## src/rtl/palette_lut_prog.sv

```systemverilog
// Run-time programmable colour palette: index -> {R,G,B} through a writable RAM, two-stage registered lookup.
// Define PALETTE_FADE_EN to build the global brightness fade engine; otherwise brightness is fixed at full scale.
module palette_lut_prog #(
  parameter int INDEX_W  = 4,
  parameter int CH_W     = 4,
  parameter int FADE_DIV = 262144
) (
  input  logic                Clk,
  input  logic                Reset_n,
  input  logic                pix_valid_i,
  input  logic [INDEX_W-1:0]  index_i,
  output logic                pix_valid_o,
  output logic [CH_W-1:0]     red,
  output logic [CH_W-1:0]     green,
  output logic [CH_W-1:0]     blue,
  input  logic                wr_en,
  input  logic [INDEX_W-1:0]  wr_addr,
  input  logic [3*CH_W-1:0]   wr_data,
  output logic                init_busy,
  input  logic                fade_start,
  input  logic [CH_W-1:0]     fade_target,
  output logic                fade_busy
);

  localparam int DEPTH = 2 ** INDEX_W;
  localparam int RGB_W = 3 * CH_W;

  typedef enum logic {ST_INIT, ST_RUN} state_t;

  state_t             state;
  logic [INDEX_W-1:0] init_addr;
  logic [CH_W-1:0]    init_grey;

  logic               ram_we;
  logic [INDEX_W-1:0] ram_waddr;
  logic [RGB_W-1:0]   ram_wdata;
  logic [RGB_W-1:0]   mem [DEPTH];
  logic [RGB_W-1:0]   rd_data;
  logic               valid_s1;

  logic [CH_W-1:0]    bright;

  // Channel scaling: (c*B + c) >> CH_W keeps full brightness exact and zero brightness black.
  function automatic logic [CH_W-1:0] scale(input logic [CH_W-1:0] c, input logic [CH_W-1:0] b);
    logic [2*CH_W:0] prod;
    prod = ({{(CH_W+1){1'b0}}, c} * {{(CH_W+1){1'b0}}, b}) + {{(CH_W+1){1'b0}}, c};
    return CH_W'(prod >> CH_W);
  endfunction

  assign init_grey = CH_W'(init_addr);

  always_ff @(posedge Clk) begin
    if (!Reset_n) begin
      state     <= ST_INIT;
      init_addr <= '0;
      init_busy <= 1'b1;
    end else begin
      case (state)
        ST_INIT: begin
          init_addr <= init_addr + INDEX_W'(1);
          if (init_addr == INDEX_W'(DEPTH - 1)) begin
            state     <= ST_RUN;
            init_busy <= 1'b0;
          end
        end
        ST_RUN:  state <= ST_RUN;
        default: state <= ST_INIT;
      endcase
    end
  end

  // The init sequencer owns the write port until the ramp is complete.
  always_comb begin
    ram_we    = 1'b0;
    ram_waddr = wr_addr;
    ram_wdata = wr_data;
    if (Reset_n) begin
      if (state == ST_INIT) begin
        ram_we    = 1'b1;
        ram_waddr = init_addr;
        ram_wdata = {init_grey, init_grey, init_grey};
      end else if (wr_en) begin
        ram_we = 1'b1;
      end
    end
  end

  // NOTE: the RAM array and its read register carry no reset so they map onto block RAM;
  // the INIT sequence is what gives the contents a defined value.
  always_ff @(posedge Clk) begin
    if (ram_we) mem[ram_waddr] <= ram_wdata;
    rd_data <= mem[index_i];
  end

  always_ff @(posedge Clk) begin
    if (!Reset_n) begin
      valid_s1    <= 1'b0;
      pix_valid_o <= 1'b0;
      red         <= '0;
      green       <= '0;
      blue        <= '0;
    end else begin
      valid_s1    <= pix_valid_i && (state == ST_RUN);
      pix_valid_o <= valid_s1;
      if (valid_s1) begin
        red   <= scale(rd_data[RGB_W-1:2*CH_W], bright);
        green <= scale(rd_data[2*CH_W-1:CH_W],  bright);
        blue  <= scale(rd_data[CH_W-1:0],       bright);
      end
    end
  end

`ifdef PALETTE_FADE_EN
  localparam int DIV_W = (FADE_DIV > 1) ? $clog2(FADE_DIV) : 1;

  logic [CH_W-1:0]  target;
  logic [DIV_W-1:0] div_cnt;

  always_ff @(posedge Clk) begin
    if (!Reset_n) begin
      bright    <= '1;
      target    <= '1;
      div_cnt   <= '0;
      fade_busy <= 1'b0;
    end else if (fade_start) begin
      target    <= fade_target;
      div_cnt   <= '0;
      fade_busy <= (bright != fade_target);
    end else begin
      fade_busy <= (bright != target);
      if (div_cnt == DIV_W'(FADE_DIV - 1)) begin
        div_cnt <= '0;
        if (bright < target)      bright <= bright + CH_W'(1);
        else if (bright > target) bright <= bright - CH_W'(1);
      end else begin
        div_cnt <= div_cnt + DIV_W'(1);
      end
    end
  end
`else
  logic unused_fade;

  assign bright      = '1;
  assign fade_busy   = 1'b0;
  assign unused_fade = ^{fade_start, fade_target};
`endif

endmodule
```

## config.mk

```make
export PLATFORM = sky130hd
export DESIGN_NAME = palette_lut_prog
export DESIGN_NICKNAME = d
export VERILOG_FILES = /design/src/rtl/palette_lut_prog.sv
export SDC_FILE = /design/constraint.sdc
export NUM_CORES = 1
export LEC_CHECK = 0
export CORE_MARGIN = 5
export CORE_UTILIZATION = 55
export CTS_CLUSTER_DIAMETER = 60
export CTS_CLUSTER_SIZE = 24
export DETAILED_ROUTE_END_ITERATION = 16
export HOLD_SLACK_MARGIN = 0.1
export PLACE_DENSITY = 0.76
export SETUP_SLACK_MARGIN = 0.1
export SYNTH_ARGS = -nofsm -noshare
export SYNTH_HDL_FRONTEND = slang
export SYNTH_SLANG_ARGS = --single-unit
```

## constraint.sdc

```tcl
create_clock -name Clk -period 3 [get_ports Clk]
set_clock_uncertainty 0.2 [all_clocks]
set_input_delay 0.75 -clock Clk [delete_from_list [all_inputs] [get_ports Clk]]
set_output_delay 0.75 -clock Clk [all_outputs]
set_load 0.01 [all_outputs]
```

==> results.toml <==
[status]
status = "finished with violations"
violations = "setup timing"

[floorplan]
die_h_um = 144
die-area_sq_mm = 0.0208
die_x_um = 144
ios = 44
placementRows = 49
coreArea_sq_mm = 0.0178
initial_core_util_pct = 55.5

[routing]
drtAntennaViolNets = 0
wl_um = 19700
drc = 0
wl_per_cell_um = 21.7
viasPerCell = 5.87
vias = 5312
first_pass_iters = 6
drt-initial-drc-count = 399

[logic_synthesis]
synth_edf_count = 192
synth_seq_cells = 224
netlist_instances = 573
yosys_most_used_dff = "edfxtp_1"
ys_warn_count = 0
synthArstFlopShare_pct = 0
synthesis.nets = 664
synth.distinct_cells = 50
yosysSeqAreaShare_pct = 64.7
syn_area_sq_mm = 0.00990
synth.avg_cell_area_sq_um = 17.3

[finish]
layout-drive-gt1-share_pct = 26.3
syn_to_final_growth_pct = 17.5
post-route-util_pct = 65.2
antenna_cells = 0
final_area_sq_mm = 0.0116
regArea_sq_mm = 0.00642
nNetsFinal = 759
multiInputGateArea_sq_mm = 0.00341
fill_cells = 1200

[sta]
hold_viol = 0
drv_slew = 0
rsz0062_at_grt = "true"
min_period_ps = 3160
max_slew.worst_pin.slew_ps = 766
finalSetupViolCount = 5
fmax_ghz = 0.317
min_period_over_period_pct = 105
slew_headroom_pct = 48.9
finalWorstSetupSlack_ps = -156

[clocking]
cts_num_sinks = 224
clk_latency_ps = 490
cts_inserted_buffers = 16
path_clk_slew_ps = 80
clockBufferDepth = 3
root_buffer = "clkbuf_16"
htreeDepth = 1
cts_tree = "yes"

[placed_design]
routabilityCongestion = 0.840
dp_slack_ps = -473
port_buffers = 37
dpl_cell_area_sq_mm = 0.0110
hpwl_um = 13700

[hold_path]
holdPathStages = 2
min_from = "green[1]$_SDFFE_PN0P_"
holdPathEnd = "green[1]$_SDFFE_PN0P_"
min_path_type = "reg -> reg"

[worst_setup_path]
start_kind = "flip-flop"
cpMostUsedCell = "fa_1"
path_cells = "fa_1, fa_1, xnor2_1, ha_1, and2_4, a221o_1, o211ai_1, a21oi_1, a311o_1"
slowest_delay_ps = 580
cp_max_fo = 3
critical_path_class = "reg -> reg"
crit_required_ps = 3160
rrSetupSlack_ps = -160
reg2reg_from = "rd_data[4]$_DFF_P_"
slowest_stage = "fa_1"
cp.buffers_inverters = 0
reg2regPathDepth = 9
worstSetupEndpointType = "flip-flop"
crit_arrival_ps = 3320
cp.depth = 9
critPathTopFamily = "adder cells"
r2r-end = "green[3]$_SDFFE_PN0P_"

[global_routing]
grt_pass1_wl_um = 30900
grt_util_all_layers_pct = 19.7
overflow = 0
grt_pass1_vias = 5532
grt_max_degree = 32
antenna_found_initial = 0

[power]
p_leak_nw = 4.16
irDropWorstVdd_v = 0.000513
power.density_mw_per_mm2 = 645

[job]
cap_violations = 0
sequential cells by signal (all words and copies together), names as in the netlist:
name,flops
green,4
state,1
rd_data,12
init_busy,1
init_addr,4
mem,192
red,4
pix_valid_o,1
blue,4
valid_s1,1
Yosys cell counts (7+ instances only):
master / number / share of area (%)
inv_1: 26 / 0.99
nand3_1: 10 / 0.51
clkbuf_1: 9 / 0.34
nor2_1: 31 / 1.2
xor2_1: 9 / 0.80
dfxtp_1: 32 / 6.5
nand2_1: 40 / 1.5
ha_1: 50 / 6.3
fa_1: 12 / 2.4
mux4_2: 59 / 13
a21oi_1: 7 / 0.35
buf_2: 7 / 0.35
edfxtp_1: 192 / 58
o21ai_0: 10 / 0.51
xnor2_1: 10 / 0.89
a31oi_1: 10 / 0.63
through the flow:
step           hold slack [ps]  setup TNS, ps  power (mW)  std cells
3_3_place_gp               254         -14640        5.03        876
4_1_cts                    276           -378        7.40        903
6_report                   293           -363        7.50        905
2_1_floorplan              284          -61.8        4.69        573
5_1_grt                    321          -1090        7.87        905
3_5_place_dp               265         -34950        5.10        876
cell usage in the layout (no fill, tap or decap), drive strengths merged, types with 3 or more instances in the layout:
| master | count |
|---|---|
| a31oi | 10 |
| clkdlybuf4s50 | 35 |
| xnor2 | 10 |
| nor3b | 6 |
| dfxtp | 32 |
| o21ai | 11 |
| clkinv | 5 |
| mux2i | 3 |
| fa | 12 |
| xor2 | 9 |
| inv | 30 |
| nor2 | 31 |
| mux4 | 60 |
| nand2 | 40 |
| clkbuf | 17 |
| ha | 50 |
| nor3 | 5 |
| nand3 | 10 |
| edfxtp | 192 |
| nand2b | 3 |
| a21oi | 7 |
| mux2 | 4 |
| buf | 63 |
routing by layer:
metal  vias to the layer above  part of all wire, %  track usage, %  wire (um)
li1                       2400                    -               -          -
met2                       178                   51            34.1       9980
met1                      2713                   41            26.7       8100
met5                         -                    0               0          0
met3                        21                  6.7            3.67       1310
met4                         0                  1.3            3.63        264
worst max-delay path by stage:
stage / end / start
2_1_floorplan: green[3]$_SDFFE_PN0P_ / rd_data[6]$_DFF_P_
3_3_place_gp: mem[15][6]$_DFFE_PP_ / Reset_n
3_5_place_dp: mem[15][5]$_DFFE_PP_ / Reset_n
4_1_cts: green[3]$_SDFFE_PN0P_ / rd_data[6]$_DFF_P_
5_1_grt: green[3]$_SDFFE_PN0P_ / rd_data[6]$_DFF_P_
6_report: green[3]$_SDFFE_PN0P_ / rd_data[4]$_DFF_P_
logic make-up after synthesis:
logic type | Yosys count | synth area share [%]
XOR/XNOR | 20 | 1.92
flip-flops | 224 | 64.7
other | 1 | 0.0379
AND/OR/NAND/NOR | 107 | 4.96
adder cells (fa/ha/maj) | 62 | 8.75
AO/OA/AOI/OAI | 44 | 2.90
multiplexers | 67 | 14.5
buffers and inverters | 48 | 2.25
tightest hold or removal path, cell delays in order (launching register included):
cell     delay (ps)
dfxtp_1         320
nand2_1          80
a21oi_2          50
final cells by class:
class                   instances  share of cell area, %
inverters                      27                  0.872
clock inverters                 9                  0.936
repair buffers                 98                   7.47
flip-flops and latches        224                   55.2
clock buffers                  17                   3.66
multi-input cells             301                   29.4
well taps                     229                   2.46
where the power goes:
group	internal, mW	leakage, nW	switching, mW
registers	3.47	2.02	0.0341
logic	0.900	1.89	0.884
clock network	1.10	0.257	1.11
timing repair:
action	4_1_cts	5_1_grt
gates resized for setup	13	11
hold buffers	0	0
setup endpoints to repair	20	9
pin swaps	4	9
buffers inserted	1	2
Power figures use the tool's default switching activity.
==> RTL edit 1, RTL diff (config.mk and constraints unchanged) <==
Set the parameter `CH_W` to 5 (it was 4).
--- a/src/rtl/palette_lut_prog.sv
+++ b/src/rtl/palette_lut_prog.sv
@@ -4,3 +4,3 @@
   parameter int INDEX_W  = 4,
-  parameter int CH_W     = 4,
+  parameter int CH_W     = 5,
   parameter int FADE_DIV = 262144
Interface: changed (5 resized); port bits go from 44 to 51. The function was not compared with the original's and may differ.
==> RTL edit 1 against the unedited design <==
The run still ends with setup timing left; power rose by 48%; sequential power rose by 24%; wire length rose by 36%; clock power rose by 26%; area after synthesis rose by 30%; sequential cell count rose by 54; design area rose by 34%; worst setup slack got worse by 280 ps.
==> RTL edit 1: results (changes against the unedited design) <==
fin nets 1031 (was 759); Cell Area, Placed 14600 um^2 (was 11000 um^2); # port buffers 43 (was 37); met2 wire len 14.4 mm (was 9.98 mm); grt met1 use 26.6% (was 26.7%); DP Worst Slack -504 ps (was -473 ps); Critical Path Fanout Max 6 (was 3); Skew-Pair Late Insertion Delay 540 ps (was 490 ps); bufs w/o clock 138 (was 98); pin count of the biggest net entering global routing 61 (was 32); Final Util 66.8% (was 65.2%); # clk buffers 21 (was 17); number of global-route vias before repair 7373 (was 5532); CP max stage delay 480 ps (was 580 ps); Post-CTS Resized 16 (was 13); count of final setup violators 15 (was 5); initial antenna violation count 1 (was 0); failing checks setup timing (unchanged); Top Registers mem (240), rd_data (15) (was mem (192), rd_data (12)); setup ws final -433 ps (was -156 ps); Iter 0 DRT Violations 511 (was 399); Logic pwr share 35.9% (was 23.8%); outcome finished, violations left (unchanged); Seq area share 51.5% (was 55.2%); layout cells sized above 1 29.1% (was 26.3%); WL met3 1.46 mm (was 1.31 mm); setup TNS -4820 ps (was -363 ps); clock network area share 4.46% (was 4.60%); met3 Track Usage GR 2.52% (was 3.67%); wire length on met1 10.4 mm (was 8.10 mm); post-CTS setup buffer count 2 (was 1)
-- RTL edit 1: worst min-delay path by stage --
stage,start,end,slack [ps],cells past startpoint
after floorplan,init_busy$_SDFFE_PN1P_,init_busy$_SDFFE_PN1P_,280,2
after global placement,init_busy$_SDFFE_PN1P_,init_busy$_SDFFE_PN1P_,250,2
after detailed placement,init_busy$_SDFFE_PN1P_,init_busy$_SDFFE_PN1P_,260,2
after CTS,init_busy$_SDFFE_PN1P_,init_busy$_SDFFE_PN1P_,270,2
after global routing,red[0]$_SDFFE_PN0P_,red[0]$_SDFFE_PN0P_,310,2
final,init_busy$_SDFFE_PN1P_,init_busy$_SDFFE_PN1P_,270,2
-- RTL edit 1: logic make-up (layout without fill, tap and decap cells) --
logic type,after synthesis,in the layout,synth area share (%)
buf+inv,93,235,3.10
mux,77,77,13.8
xor+xnor,21,21,1.42
flops,278,278,61.7
other cells,1,1,0.0291
compound gates,69,69,3.39
fa+ha+maj,100,100,11.3
simple gates,130,130,5.23
==> RTL edit 2, RTL diff (config.mk and constraints unchanged) <==
Made on the original files. Put one more register stage on the output `blue`, with the module's reset. The value now appears one clock later. The other outputs are not delayed to match.
--- a/src/rtl/palette_lut_prog.sv
+++ b/src/rtl/palette_lut_prog.sv
@@ -28,2 +28,4 @@
   typedef enum logic {ST_INIT, ST_RUN} state_t;
+
+  logic [CH_W-1:0] blue_s0;
 
@@ -100,3 +102,3 @@
       green       <= '0;
-      blue        <= '0;
+      blue_s0     <= '0;
     end else begin
@@ -107,3 +109,3 @@
         green <= scale(rd_data[2*CH_W-1:CH_W],  bright);
-        blue  <= scale(rd_data[CH_W-1:0],       bright);
+        blue_s0 <= scale(rd_data[CH_W-1:0],       bright);
       end
@@ -147,2 +149,10 @@
 
+  always_ff @(posedge Clk) begin
+    if (!Reset_n) begin
+      blue <= '0;
+    end else begin
+      blue <= blue_s0;
+    end
+  end
+
 endmodule
Function: same outputs for any inputs over 10 cycles, from zero or initial values and one cycle with Reset_n low; that may be too few to reach the edited logic, so the function may still have changed.
==> RTL edit 2 against the unedited design <==
Power shrank 0.99%; global-route usage grew 0.39 points; non-clock buffer count grew 4; critical path type unchanged; worst setup slack lost 54 ps; core utilization grew 0.30 points; the run still ends with setup timing left; design area grew 0.81%; sequential power grew 2%; sequential cell count grew 4; wire length grew 2.4%; critical path depth is the same; area after synthesis grew 1.0%.
==> RTL edit 2: results (changes against the unedited design) <==
Peak supply drop 0.544 mV (was 0.513 mV); Seq area share 55.5% (was 55.2%); pin count of the biggest net entering global routing 25 (was 32); worst slew pin tran 551 ps (was 766 ps); initial antenna violation count 0 (unchanged); cells on worst reg2reg path 9 (unchanged); post-CTS setup buffer count 2 (was 1); synth cell count leaders 192 x edfxtp_1, 59 x mux4_2, 50 x ha_1 (unchanged); Setup crit start rd_data[4]$_DFF_P_ (unchanged); outcome finished, violations left (unchanged); number of global-route vias before repair 5685 (was 5532); hold path depth 1 (was 2); buffering overhead 7.80% (was 7.47%); count of multi-input gates 305 (was 301); via count 5400 (was 5312); failing checks setup timing (unchanged); layout cells sized above 1 27.0% (was 26.3%); area of the multi-input gates 3470 um^2 (was 3410 um^2); count of different cell masters after synthesis 49 (was 50); Sink Count 228 (was 224); WL per Instance 22.0 um (was 21.7 um); Fillers 1191 (was 1200); Critical Path Fanout Max 3 (unchanged); # clk buffers 15 (was 17); setup ws final -210 ps (was -156 ps); hold_buf cts 0 (unchanged); clock network area share 3.79% (was 4.60%); EDFF count, synth 192 (unchanged); syn nets 672 (was 664); CP arrival 3360 ps (was 3320 ps); Iter 0 DRT Violations 490 (was 399); Post-CTS Resized 12 (was 13); Cell Area, Placed 11100 um^2 (was 11000 um^2); worst r2r src rd_data[4]$_DFF_P_ (unchanged); first-pass GRT wire length 31.8 mm (was 30.9 mm); CTS Buffer Depth 3 (unchanged); wire length on met1 7.65 mm (was 8.10 mm); met2 wire len 10.5 mm (was 9.98 mm); post-detailed-placement half-perimeter wirelength 14.3 mm (was 13.7 mm); inverter count 27 (unchanged); # port buffers 37 (unchanged); WL met3 1.39 mm (was 1.31 mm); count of final setup violators 5 (unchanged); sequential share of the synthesized area 64.9% (was 64.7%); synth top area cells edfxtp_1 58%, mux4_2 13%, dfxtp_1 7.2%, ha_1 6.3%, fa_1 2.4% (was edfxtp_1 58%, mux4_2 13%, dfxtp_1 6.5%, ha_1 6.3%, fa_1 2.4%); power density over the cells 633 nW/um^2 (was 645 nW/um^2); bufs w/o clock 102 (was 98); fin nets 770 (was 759); Main synth FF type edfxtp_1 (unchanged); P_leak 0.00421 uW (was 0.00416 uW); DR pass1 iterations 5 (was 6); Area Overhead vs Synth 17.2% (was 17.5%); Total Routing Usage GR 20.1% (was 19.7%); Syn. warnings 0 (unchanged); routability cong. 0.853 (was 0.840)
[RTL edit 2: worst min path at each step]
stage | slack, ps | from | end
2_1_floorplan | 220 | blue_s0[3]$_SDFFE_PN0P_ | blue[3]$_SDFF_PN0_
3_3_place_gp | 240 | blue_s0[3]$_SDFFE_PN0P_ | blue[3]$_SDFF_PN0_
3_5_place_dp | 240 | blue_s0[3]$_SDFFE_PN0P_ | blue[3]$_SDFF_PN0_
4_1_cts | 260 | blue_s0[3]$_SDFFE_PN0P_ | blue[3]$_SDFF_PN0_
5_1_grt | 280 | blue_s0[3]$_SDFFE_PN0P_ | blue[3]$_SDFF_PN0_
6_report | 250 | blue_s0[3]$_SDFFE_PN0P_ | blue[3]$_SDFF_PN0_
[RTL edit 2: metrics by stage]
step           utilization (%)  setup TNS, ps  hold WS [ps]  std cells
5_1_grt                   65.5          -1290           277        914
4_1_cts                   64.9           -415           257        912
6_report                  65.5           -562           254        914
3_5_place_dp              62.0          -5710           237        887
3_3_place_gp              62.0          -3600           239        887
2_1_floorplan                -          -61.8           224        581
[RTL edit 2: kinds of logic after synthesis]
kind of cell / count (synthesis) / synth area share [%]
other cells: 1 / 0.0375
buf+inv: 48 / 2.23
simple gates: 111 / 5.14
flops: 228 / 64.9
mux: 67 / 14.3
fa+ha+maj: 62 / 8.66
compound gates: 44 / 2.87
xor+xnor: 20 / 1.90
[RTL edit 2: metal layers]
layer,up-vias,GRT usage (%)
li1,2426,-
met4,0,5.69
met1,2744,26.1
met5,-,0
met2,188,34.7
met3,42,3.98
[RTL edit 2: where the power goes]
part           total, uW  switching, uW  internal [uW]
registers           3560           33.8           3520
clock network       1980           1030            944
logic               1890            925            963
